`src/rtl/manchester_pkg.sv`:
```
// Shared definitions for the Manchester link: framing states, delimiter length,
// idle line level and the half-bit coding rule (1 = low then high).
package manchester_pkg;

    typedef enum logic [2:0] {
        ST_IDLE,
        ST_PREAMBLE,
        ST_SFD,
        ST_DATA,
        ST_EOF
    } tx_state_t;

    localparam int   SFD_BITS   = 2;
    localparam logic IDLE_LEVEL = 1'b0;

    function automatic logic half_level(input logic bit_val, input logic second_half);
        return second_half ? bit_val : ~bit_val;
    endfunction

endpackage

```
`src/rtl/manchester_bit_tx.sv`:
```
// Single Manchester bit cell: a start strobe latches one bit and plays it out as two
// half-bits of CLKS_PER_HALF_BIT cycles; o_bit_done marks the last cycle so bits chain gaplessly.
module manchester_bit_tx
    import manchester_pkg::*;
#(
    parameter int CLKS_PER_HALF_BIT = 4
) (
    input  logic aclk,
    input  logic areset,
    input  logic i_start,
    input  logic i_bit,
    output logic o_line,
    output logic o_bit_done
);

    localparam int HALF_W = (CLKS_PER_HALF_BIT > 1) ? $clog2(CLKS_PER_HALF_BIT) : 1;
    localparam logic [HALF_W-1:0] HALF_LAST = HALF_W'(CLKS_PER_HALF_BIT - 1);

    logic              r_busy;
    logic              r_bit;
    logic              r_second;
    logic [HALF_W-1:0] r_half_cnt;
    logic              w_half_end;

    assign w_half_end = (r_half_cnt == HALF_LAST);
    assign o_bit_done = r_busy && r_second && w_half_end;
    assign o_line     = r_busy ? half_level(r_bit, r_second) : IDLE_LEVEL;

    always_ff @(posedge aclk or posedge areset) begin
        if (areset) begin
            r_busy     <= 1'b0;
            r_bit      <= 1'b0;
            r_second   <= 1'b0;
            r_half_cnt <= '0;
        end else if (i_start) begin
            r_busy     <= 1'b1;
            r_bit      <= i_bit;
            r_second   <= 1'b0;
            r_half_cnt <= '0;
        end else if (r_busy) begin
            if (w_half_end) begin
                r_half_cnt <= '0;
                r_second   <= ~r_second;
                if (r_second) begin
                    r_busy <= 1'b0;
                end
            end else begin
                r_half_cnt <= r_half_cnt + 1'b1;
            end
        end
    end

endmodule

```
`src/rtl/manchester_encoder_tx.sv`:
```
// Manchester frame transmitter: preamble, SFD, bytes MSB first, then a low EOF violation.
// IDLE: wait for byte | PREAMBLE: 1010.. | SFD: two 1s | DATA: shift bytes | EOF: line held low
module manchester_encoder_tx
    import manchester_pkg::*;
#(
    parameter int CLKS_PER_HALF_BIT = 4,
    parameter int PREAMBLE_BITS     = 16,
    parameter int EOF_BITS          = 2
) (
    input  logic       aclk,
    input  logic       areset,
    input  logic [7:0] s_data,
    input  logic       s_valid,
    input  logic       s_last,
    output logic       s_ready,
    output logic       serial_out,
    output logic       tx_active,
    output logic       tx_done,
    output logic       err_underrun
);

    localparam int BIT_CNT_W  = (PREAMBLE_BITS > 8) ? $clog2(PREAMBLE_BITS) : 3;
    localparam int EOF_CYCLES = EOF_BITS * 2 * CLKS_PER_HALF_BIT;
    localparam int EOF_CNT_W  = $clog2(EOF_CYCLES);
    localparam logic [BIT_CNT_W-1:0] PRE_LAST  = BIT_CNT_W'(PREAMBLE_BITS - 1);
    localparam logic [BIT_CNT_W-1:0] SFD_LAST  = BIT_CNT_W'(SFD_BITS - 1);
    localparam logic [BIT_CNT_W-1:0] BYTE_LAST = BIT_CNT_W'(7);
    localparam logic [EOF_CNT_W-1:0] EOF_LOAD  = EOF_CNT_W'(EOF_CYCLES - 1);

    tx_state_t            r_state;
    logic [BIT_CNT_W-1:0] r_bit_cnt;
    logic [7:0]           r_shift;
    logic                 r_last;
    logic [8:0]           r_hold;
    logic                 r_hold_valid;
    logic [EOF_CNT_W-1:0] r_eof_cnt;
    logic                 r_tx_active;
    logic                 r_tx_done;
    logic                 r_err_underrun;

    logic w_accept;
    logic w_bit_done;
    logic w_bit_start;
    logic w_bit_val;
    logic w_byte_end;
    logic w_boundary;
    logic w_load;

    assign s_ready      = ~r_hold_valid && (r_state != ST_EOF) && ~areset;
    assign w_accept     = s_valid && s_ready;
    assign tx_active    = r_tx_active;
    assign tx_done      = r_tx_done;
    assign err_underrun = r_err_underrun;

    // A byte boundary follows the SFD or any non-last byte; it needs the holding reg full.
    assign w_byte_end = w_bit_done && (r_state == ST_DATA) && (r_bit_cnt == BYTE_LAST);
    assign w_boundary = (w_bit_done && (r_state == ST_SFD) && (r_bit_cnt == SFD_LAST))
                     || (w_byte_end && !r_last);
    assign w_load     = w_boundary && r_hold_valid;

    always_comb begin
        w_bit_start = 1'b0;
        w_bit_val   = 1'b1;
        if (w_load) begin
            w_bit_start = 1'b1;
            w_bit_val   = r_hold[7];
        end else begin
            unique case (r_state)
                ST_IDLE:     w_bit_start = r_hold_valid || w_accept;
                ST_PREAMBLE: begin
                    w_bit_start = w_bit_done;
                    w_bit_val   = r_bit_cnt[0];
                end
                ST_SFD:      w_bit_start = w_bit_done && (r_bit_cnt != SFD_LAST);
                ST_DATA:     begin
                    w_bit_start = w_bit_done && (r_bit_cnt != BYTE_LAST);
                    w_bit_val   = r_shift[6];
                end
                default:     w_bit_start = 1'b0;
            endcase
        end
    end

    always_ff @(posedge aclk or posedge areset) begin
        if (areset) begin
            r_state        <= ST_IDLE;
            r_bit_cnt      <= '0;
            r_shift        <= '0;
            r_last         <= 1'b0;
            r_hold         <= '0;
            r_hold_valid   <= 1'b0;
            r_eof_cnt      <= '0;
            r_tx_active    <= 1'b0;
            r_tx_done      <= 1'b0;
            r_err_underrun <= 1'b0;
        end else begin
            r_tx_done      <= 1'b0;
            r_err_underrun <= 1'b0;

            if (w_accept) begin
                r_hold       <= {s_last, s_data};
                r_hold_valid <= 1'b1;
            end else if (w_load) begin
                r_hold_valid <= 1'b0;
            end
            if (w_load) begin
                r_shift <= r_hold[7:0];
                r_last  <= r_hold[8];
            end

            unique case (r_state)
                ST_IDLE: begin
                    if (w_bit_start) begin
                        r_state     <= ST_PREAMBLE;
                        r_bit_cnt   <= '0;
                        r_tx_active <= 1'b1;
                    end
                end
                ST_PREAMBLE: begin
                    if (w_bit_done) begin
                        if (r_bit_cnt == PRE_LAST) begin
                            r_state   <= ST_SFD;
                            r_bit_cnt <= '0;
                        end else begin
                            r_bit_cnt <= r_bit_cnt + 1'b1;
                        end
                    end
                end
                ST_SFD, ST_DATA: begin
                    if (w_bit_done) begin
                        if (w_load) begin
                            r_state   <= ST_DATA;
                            r_bit_cnt <= '0;
                        end else if (w_boundary || w_byte_end) begin
                            r_state        <= ST_EOF;
                            r_eof_cnt      <= EOF_LOAD;
                            r_err_underrun <= w_boundary;
                        end else begin
                            r_bit_cnt <= r_bit_cnt + 1'b1;
                            if (r_state == ST_DATA) begin
                                r_shift <= r_shift << 1;
                            end
                        end
                    end
                end
                ST_EOF: begin
                    if (r_eof_cnt == '0) begin
                        r_state     <= ST_IDLE;
                        r_tx_active <= 1'b0;
                        r_tx_done   <= 1'b1;
                    end else begin
                        r_eof_cnt <= r_eof_cnt - 1'b1;
                    end
                end
                default: r_state <= ST_IDLE;
            endcase
        end
    end

    manchester_bit_tx #(
        .CLKS_PER_HALF_BIT(CLKS_PER_HALF_BIT)
    ) u_bit_tx (
        .aclk      (aclk),
        .areset    (areset),
        .i_start   (w_bit_start),
        .i_bit     (w_bit_val),
        .o_line    (serial_out),
        .o_bit_done(w_bit_done)
    );

endmodule

```
`config.mk`:
```
export PLATFORM = sky130hd
export DESIGN_NAME = manchester_encoder_tx
export DESIGN_NICKNAME = d
export VERILOG_FILES = /design/src/rtl/manchester_pkg.sv /design/src/rtl/manchester_bit_tx.sv /design/src/rtl/manchester_encoder_tx.sv
export SDC_FILE = /design/constraint.sdc
export NUM_CORES = 1
export LEC_CHECK = 0
export ABC_AREA = 1
export BUFFER_PORTS_ARGS = -buffer_cell sky130_fd_sc_hd__buf_2
export CAP_MARGIN = 0
export CORE_MARGIN = 2
export CORE_UTILIZATION = 40
export CTS_BUF_LIST = sky130_fd_sc_hd__clkbuf_2 sky130_fd_sc_hd__clkbuf_4 sky130_fd_sc_hd__clkbuf_8
export DETAILED_ROUTE_END_ITERATION = 10
export PLACE_DENSITY = 0.61
export SETUP_SLACK_MARGIN = 0.02
export SYNTH_ARGS = -nofsm -noshare
export SYNTH_HDL_FRONTEND = slang
export SYNTH_HIERARCHICAL = 1
export SYNTH_SLANG_ARGS = --single-unit
```
`constraint.sdc`:
```
create_clock -name aclk -period 2.55 [get_ports aclk]
set_input_delay 0.1275 -clock aclk [delete_from_list [all_inputs] [get_ports aclk]]
set_output_delay 0.1275 -clock aclk [all_outputs]
set_load 0.02 [all_outputs]
```
==> results of run 1 <==
-- critical path: cells and delay by family (launching register included) --
family	cells	cell delay [ns]
AOI/OAI and AO/OA	2	0.17
DFF	1	0.37
adders and majority gates	1	0.22
buffers and inverters	2	0.41
and+or+nand+nor	8	0.86
-- flip-flops by register name, indices dropped and copies added, names as in the netlist --
name and flops:
r_hold 9, r_shift 7, r_bit_cnt 4, r_eof_cnt 4, r_state 3, u_bit_tx/r_half_cnt 2
err_underrun 1, r_hold_valid 1, r_last 1, tx_active 1, tx_done 1, u_bit_tx/r_bit 1
u_bit_tx/r_busy 1, u_bit_tx/r_second 1
-- path summary, 6_finish.rpt --
check | slack (ns) | end
setup / recovery | 0.46 | u_bit_tx/r_bit
hold / removal | 0.06 | r_hold[1]
setup reg to reg | 0.46 | u_bit_tx/r_bit
hold reg to reg | 0.48 | r_shift[2]
max in group asynchronous | 1.64 | r_bit_cnt[3]
min in group asynchronous | 0.31 | tx_done
-- Yosys cell counts, types with 3 or more instances --
cell | number | area (um2)
nor2_1 | 17 | 63.8
nand2_1 | 55 | 206
o21ai_1 | 4 | 20.0
ha_1 | 4 | 50.1
inv_1 | 35 | 131
o21ai_0 | 22 | 110
nand2_2 | 5 | 31.3
dfrtp_1 | 37 | 926
buf_6 | 3 | 33.8
a21oi_1 | 4 | 20.0
mux2_2 | 7 | 78.8
nand3_1 | 26 | 130
nor3_1 | 3 | 15.0
nand3_2 | 3 | 30.0
-- cells by family after synthesis --
logic type | after synthesis | share of synthesized area
adder cells (fa/ha/maj) | 4 | 0.0248
multiplexers | 7 | 0.0391
XOR/XNOR | 2 | 0.00868
buffers and inverters | 41 | 0.0880
AO/OA/AOI/OAI | 35 | 0.0967
flip-flops | 37 | 0.459
AND/OR/NAND/NOR | 117 | 0.284
-- repair_timing --
action,in CTS,in global routing
hold buffers,1,0
setup buffers,0,0
endpoints found under the hold margin,9,0
-- final cells by class --
type	instances	share of cell area
flip-flops and latches	37	0.402
well taps	67	0.0364
multi-input cells	165	0.397
inverters	37	0.0603
repair buffers	19	0.0457
clock inverters	3	0.0283
clock buffers	5	0.0299
-- power groups by stage --
stage | registers, W | logic [W] | clock network, W
floorplan | 0.000682 | 0.0000753 | 0
global placement | 0.000691 | 0.0000972 | 0
detailed placement | 0.000691 | 0.0000988 | 0
CTS | 0.000679 | 0.000100 | 0.000607
global route | 0.000684 | 0.000110 | 0.000630
finish | 0.000678 | 0.0000976 | 0.000593
-- layer usage --
metal	track usage	wire [um]	up-vias	part of all wire
met2	0.242	1640	31	0.43
met3	0.0321	146	4	0.038
met1	0.228	1960	719	0.52
met5	0	0	-	0
li1	-	-	830	-
met4	0.0476	44	0	0.012
-- stage by stage --
| step | cell area (um2) | worst slack, ns |
|---|---|---|
| floorplan | 2020 | 0.718 |
| global placement | 2160 | 0.524 |
| detailed placement | 2160 | 0.481 |
| CTS | 2300 | 0.459 |
| global route | 2300 | 0.127 |
| finish | 2300 | 0.462 |
-- placed cells by master (no fill, tap or decap), drive strengths merged, types with 3 or more instances in the layout --
master / synthesis / layout
clkbuf: 0 / 5
nor3: 3 / 3
o21ai: 27 / 27
buf: 4 / 18
dfrtp: 37 / 37
nand3: 29 / 29
ha: 4 / 4
nor2: 19 / 19
nand2: 61 / 61
nand4: 3 / 3
a21oi: 5 / 5
inv: 37 / 37
mux2: 7 / 7
==> results.py, run 1 <==
metrics = {
    "global_routing": {
        "grt_pass1_vias": 1580,
        "grt.total_usage": 0.158,
        "antenna_found_initial": 0,
        "grt_pass1_wl_mm": 6.92,
        "grt_max_degree": 29,
        "grt_overflow": 0,
    },
    "floorplan": {
        "die_w_um": 75.0,
        "fp.dieArea_um2": 5630,
        "core-area_um2": 4790,
        "initial_utilization": 0.422,
        "rows": 25,
        "die_y_um": 75.0,
        "io_pins": 17,
    },
    "clock_tree": {
        "tritoncts": "yes",
        "insertion_delay_ns": 0.29,
        "path_clk_slew_ns": 0.08,
        "cts_max_level": 2,
        "cts_sinks": 37,
        "root_buffer": "clkbuf_8",
        "cts_made_buffers": 5,
        "cts-resized-gates": 0,
        "clock_path_buffers": 2,
    },
    "hold_path": {
        "hp-class": "in2reg",
        "whs_path_depth": 2,
        "min_from": "s_data[1]",
    },
    "timing": {
        "worstMarginPinSlew_ns": 0.403,
        "min_period_ns": 2.09,
        "relSlewSlack": 0.729,
        "setup_viol": 0,
        "period_share": 0.819,
        "finalHoldViolations": 0,
        "whs_ns": 0.0646,
        "fin_setup_tns_ns": 0,
        "rsz0062_at_grt": "no",
        "finClkSkew_ns": 0.00649,
        "final-max-slew-violation-count": 0,
        "clock.fmax_mhz": 479,
    },
    "synth": {
        "ys_seq_area_frac": 0.459,
        "syn_area_um2": 2020,
        "synth_warnings": 6,
        "synth_cell_type_count": 27,
        "yosys_most_used_dff": "dfrtp_1",
        "synth_edf_count": 0,
        "ys_ff_latch": 37,
        "netlist_instances": 243,
        "syn-num-nets": 259,
        "syn_area_per_cell_um2": 8.31,
        "async_reset_ff_frac": 1.00,
    },
    "critical_path": {
        "required_ns": 2.76,
        "endpoint_kind": "flop",
        "arrival_ns": 2.30,
        "r2r-start": "u_bit_tx/r_half_cnt[0]",
        "path_max_fanout": 15,
        "crit_type": "reg2reg",
        "crit_start": "u_bit_tx/r_half_cnt[0]",
        "crit_top_cell": "nand2_1",
        "slowest_stage": "dfrtp_1",
        "crit_path_max_incr_delay_ns": 0.37,
        "reg2reg_depth": 13,
        "path_cells": "ha_1 -> nand3_1 -> inv_1 -> nand2_1 -> nor2_4 -> nand3_1 -> nand2_2 -> nand2_4 -> inv_2 -> nand2_1 -> o21ai_0 -> nand2_1 -> o21ai_0",
        "start_kind": "flop",
    },
    "power": {
        "power.share.clock": 0.433,
        "design_power_total_w": 0.00137,
        "switching_power_w": 0.000277,
        "internal_power_w": 0.00109,
        "p_leak_nw": 1.19,
        "p_comb_frac": 0.071,
        "power.density_nw_per_um2": 594,
        "seqPwrFrac": 0.496,
        "peakVddDrop_v": 0.000354,
        "p_sw_frac": 0.202,
    },
    "final_layout": {
        "area_growth_pct": 14.1,
        "utilization": 0.481,
        "instances_no_fill": 333,
        "n_antenna_cell": 0,
        "layout.nets": 281,
        "num-fill-cells": 466,
        "regArea_um2": 926,
        "multi_input_area_um2": 915,
        "drive_gt1_frac": 0.188,
    },
    "placed_design": {
        "dp_hpwl_mm": 2.87,
        "placed_cells": 324,
        "port-buffer-count": 16,
        "gp_congestion": 0.799,
    },
    "routing": {
        "drtIter0Drc": 61,
        "ant_nets": 0,
        "wl_per_cell_um": 11.4,
        "avgViaCountPerCell": 4.76,
        "routed-via-count": 1584,
        "totalWireLength_mm": 3.80,
        "first_pass_iters": 4,
        "drc": 0,
    },
    "outcome": {
        "status": "finished clean",
    },
    "run": {
        "cap_violations": 0,
    },
}
(Power assumes the default switching activity.)
==> run 2, diff against run 1 <==
PLACE_DENSITY = 0.63   (was 0.61)
clock period = 1.84 ns   (was 2.55 ns; I/O delays follow)
==> run 2 against run 1 <==
Against the previous run: sequential power is 38% higher; register-to-register slack got worse by 0.40 ns; combinational power up 39%; clock power down 5.7%; via count rose by 3.5%; flip-flop and latch count is the same.
==> results.py, run 2 (synthesis gave the netlist of run 1 again) <==
metrics = {
    "critical_path": {
        "required_ns": 2.03,
        "crit_type": "reg2reg",
        "reg2reg_depth": 12,
        "arrival_ns": 1.97,
        "start_kind": "flop",
        "endpoint_kind": "flop",
        "path_max_fanout": 7,
    },
    "final_layout": {
        "largest-register": "r_hold",
        "largest_reg_flops": 9,
        "area_growth_pct": 20.5,
        "layout.nets": 296,
        "n_antenna_cell": 0,
        "drive_gt1_frac": 0.288,
        "layout_common_cells": "nand2_1, dfrtp_1, inv_1",
        "num-fill-cells": 447,
        "instances_no_fill": 348,
        "reg_top3": "r_hold x9, r_shift x7",
        "final_common_cell": "nand2_1",
        "final_area_um2": 2430,
    },
    "global_routing": {
        "grt_max_degree": 33,
        "grt_pass1_vias": 1493,
        "grt_pass1_wl_mm": 6.93,
        "antenna_found_initial": 0,
        "grt.total_usage": 0.166,
        "grt_overflow": 0,
    },
    "routing": {
        "drc": 0,
        "avgViaCountPerCell": 4.71,
        "totalWireLength_mm": 3.88,
        "routed-via-count": 1640,
        "drtIter0Drc": 81,
        "ant_nets": 0,
        "wl_per_cell_um": 11.1,
        "first_pass_iters": 4,
    },
    "timing": {
        "finClkSkew_ns": 0.00479,
        "min_period_ns": 1.78,
        "clock.fmax_mhz": 561,
        "relSlewSlack": 0.725,
        "whs_ns": 0.0267,
        "final-max-slew-violation-count": 0,
        "rsz0062_at_grt": "yes",
        "worstMarginPinSlew_ns": 0.412,
        "finalHoldViolations": 0,
        "period_share": 0.969,
        "setup_viol": 0,
        "fin_ws_ns": 0.0577,
    },
    "outcome": {
        "status": "finished clean",
    },
    "hold_path": {
        "hp-class": "in2reg",
        "whs_path_depth": 2,
    },
    "floorplan": {
        "die_y_um": 75.0,
        "die_w_um": 75.0,
        "rows": 25,
        "io_pins": 17,
        "fp.dieArea_um2": 5630,
        "core-area_um2": 4790,
        "initial_utilization": 0.422,
    },
    "clock_tree": {
        "path_clk_slew_ns": 0.08,
        "cts_max_level": 2,
        "tritoncts": "yes",
        "cts_sinks": 37,
        "root_buffer": "clkbuf_8",
        "cts_made_buffers": 5,
        "clock_path_buffers": 2,
        "insertion_delay_ns": 0.29,
    },
    "power": {
        "design_power_total_w": 0.00163,
        "p_leak_nw": 1.24,
        "power.density_nw_per_um2": 671,
        "peakVddDrop_v": 0.000529,
    },
    "placed_design": {
        "placed_cells": 334,
        "gp_congestion": 0.800,
        "dp_hpwl_mm": 2.86,
        "dp_worst_setup_slack_ns": 0.00398,
        "port-buffer-count": 16,
        "placed_area_um2": 2230,
    },
    "run": {
        "cap_violations": 0,
    },
}
## run 2: cell count changes in the layout (fill, tap and decap cells not counted), moves of 4 or more
cell / before / now
nand2_2: 5 / 9
nand3_2: 3 / 7
o21ai_0: 22 / 18
buf_4: 2 / 14
nand3_1: 26 / 22
nand2_1: 55 / 50
## run 2: critical path, stage by stage, from the launching register on
cell and delay [ns]:
dfrtp_1 0.37, ha_2 0.22, nand3_2 0.09, inv_2 0.08, nand2_2 0.07, nor2_4 0.14
nand3_2 0.10, nand2_2 0.10, nand2_4 0.10, a21oi_4 0.22, nand2_4 0.09, nand2_1 0.07
nand2_1 0.05
## run 2: final timing paths
path                                              from                     end  slack (ns)
min in group asynchronous                       areset  u_bit_tx/r_half_cnt[0]        0.27
worst max-delay path            u_bit_tx/r_half_cnt[1]            r_bit_cnt[2]        0.06
max in group asynchronous                       areset            r_bit_cnt[2]        1.09
worst max register to register  u_bit_tx/r_half_cnt[1]            r_bit_cnt[2]        0.06
worst min register to register               r_hold[4]              r_shift[4]        0.48
worst min-delay path                         s_data[5]               r_hold[5]        0.03
## run 2: layer usage
layer | vias to the layer above | wire length [um] | global-route usage
li1 | 861 | - | -
met4 | 0 | 78 | 0.0774
met3 | 4 | 113 | 0.0361
met2 | 27 | 1780 | 0.250
met5 | - | 0 | 0
met1 | 748 | 1900 | 0.229
## run 2: layout make-up
type | instances | area [um2] | area share
Sequential cell | 37 | 926 | 0.381
Timing Repair Buffer | 34 | 229 | 0.0941
Clock inverter | 3 | 17.5 | 0.00720
Tap cell | 67 | 83.8 | 0.0345
Multi-Input combinational cell | 165 | 968 | 0.398
Clock buffer | 5 | 68.8 | 0.0283
Inverter | 37 | 139 | 0.0571
## run 2: what timing repair did
item,in CTS,in global routing
resized for setup,2,21
setup buffers,2,3
pin swaps,2,9
hold buffers,1,0
hold endpoints to repair,37,0
endpoints found under the setup margin,4,22
## run 2: report_power, final
part,internal [W],switching [W]
sequential,0.000899,0.0000390
clock,0.000261,0.000297
combinational,0.0000748,0.0000610
total,0.00124,0.000397
## run 2: stage by stage
stage | utilization | TNS, ns
floorplan | - | 0
global placement | 0.467 | 0
detailed placement | 0.467 | 0
CTS | 0.492 | 0
global route | 0.508 | -0.816
finish | 0.508 | 0
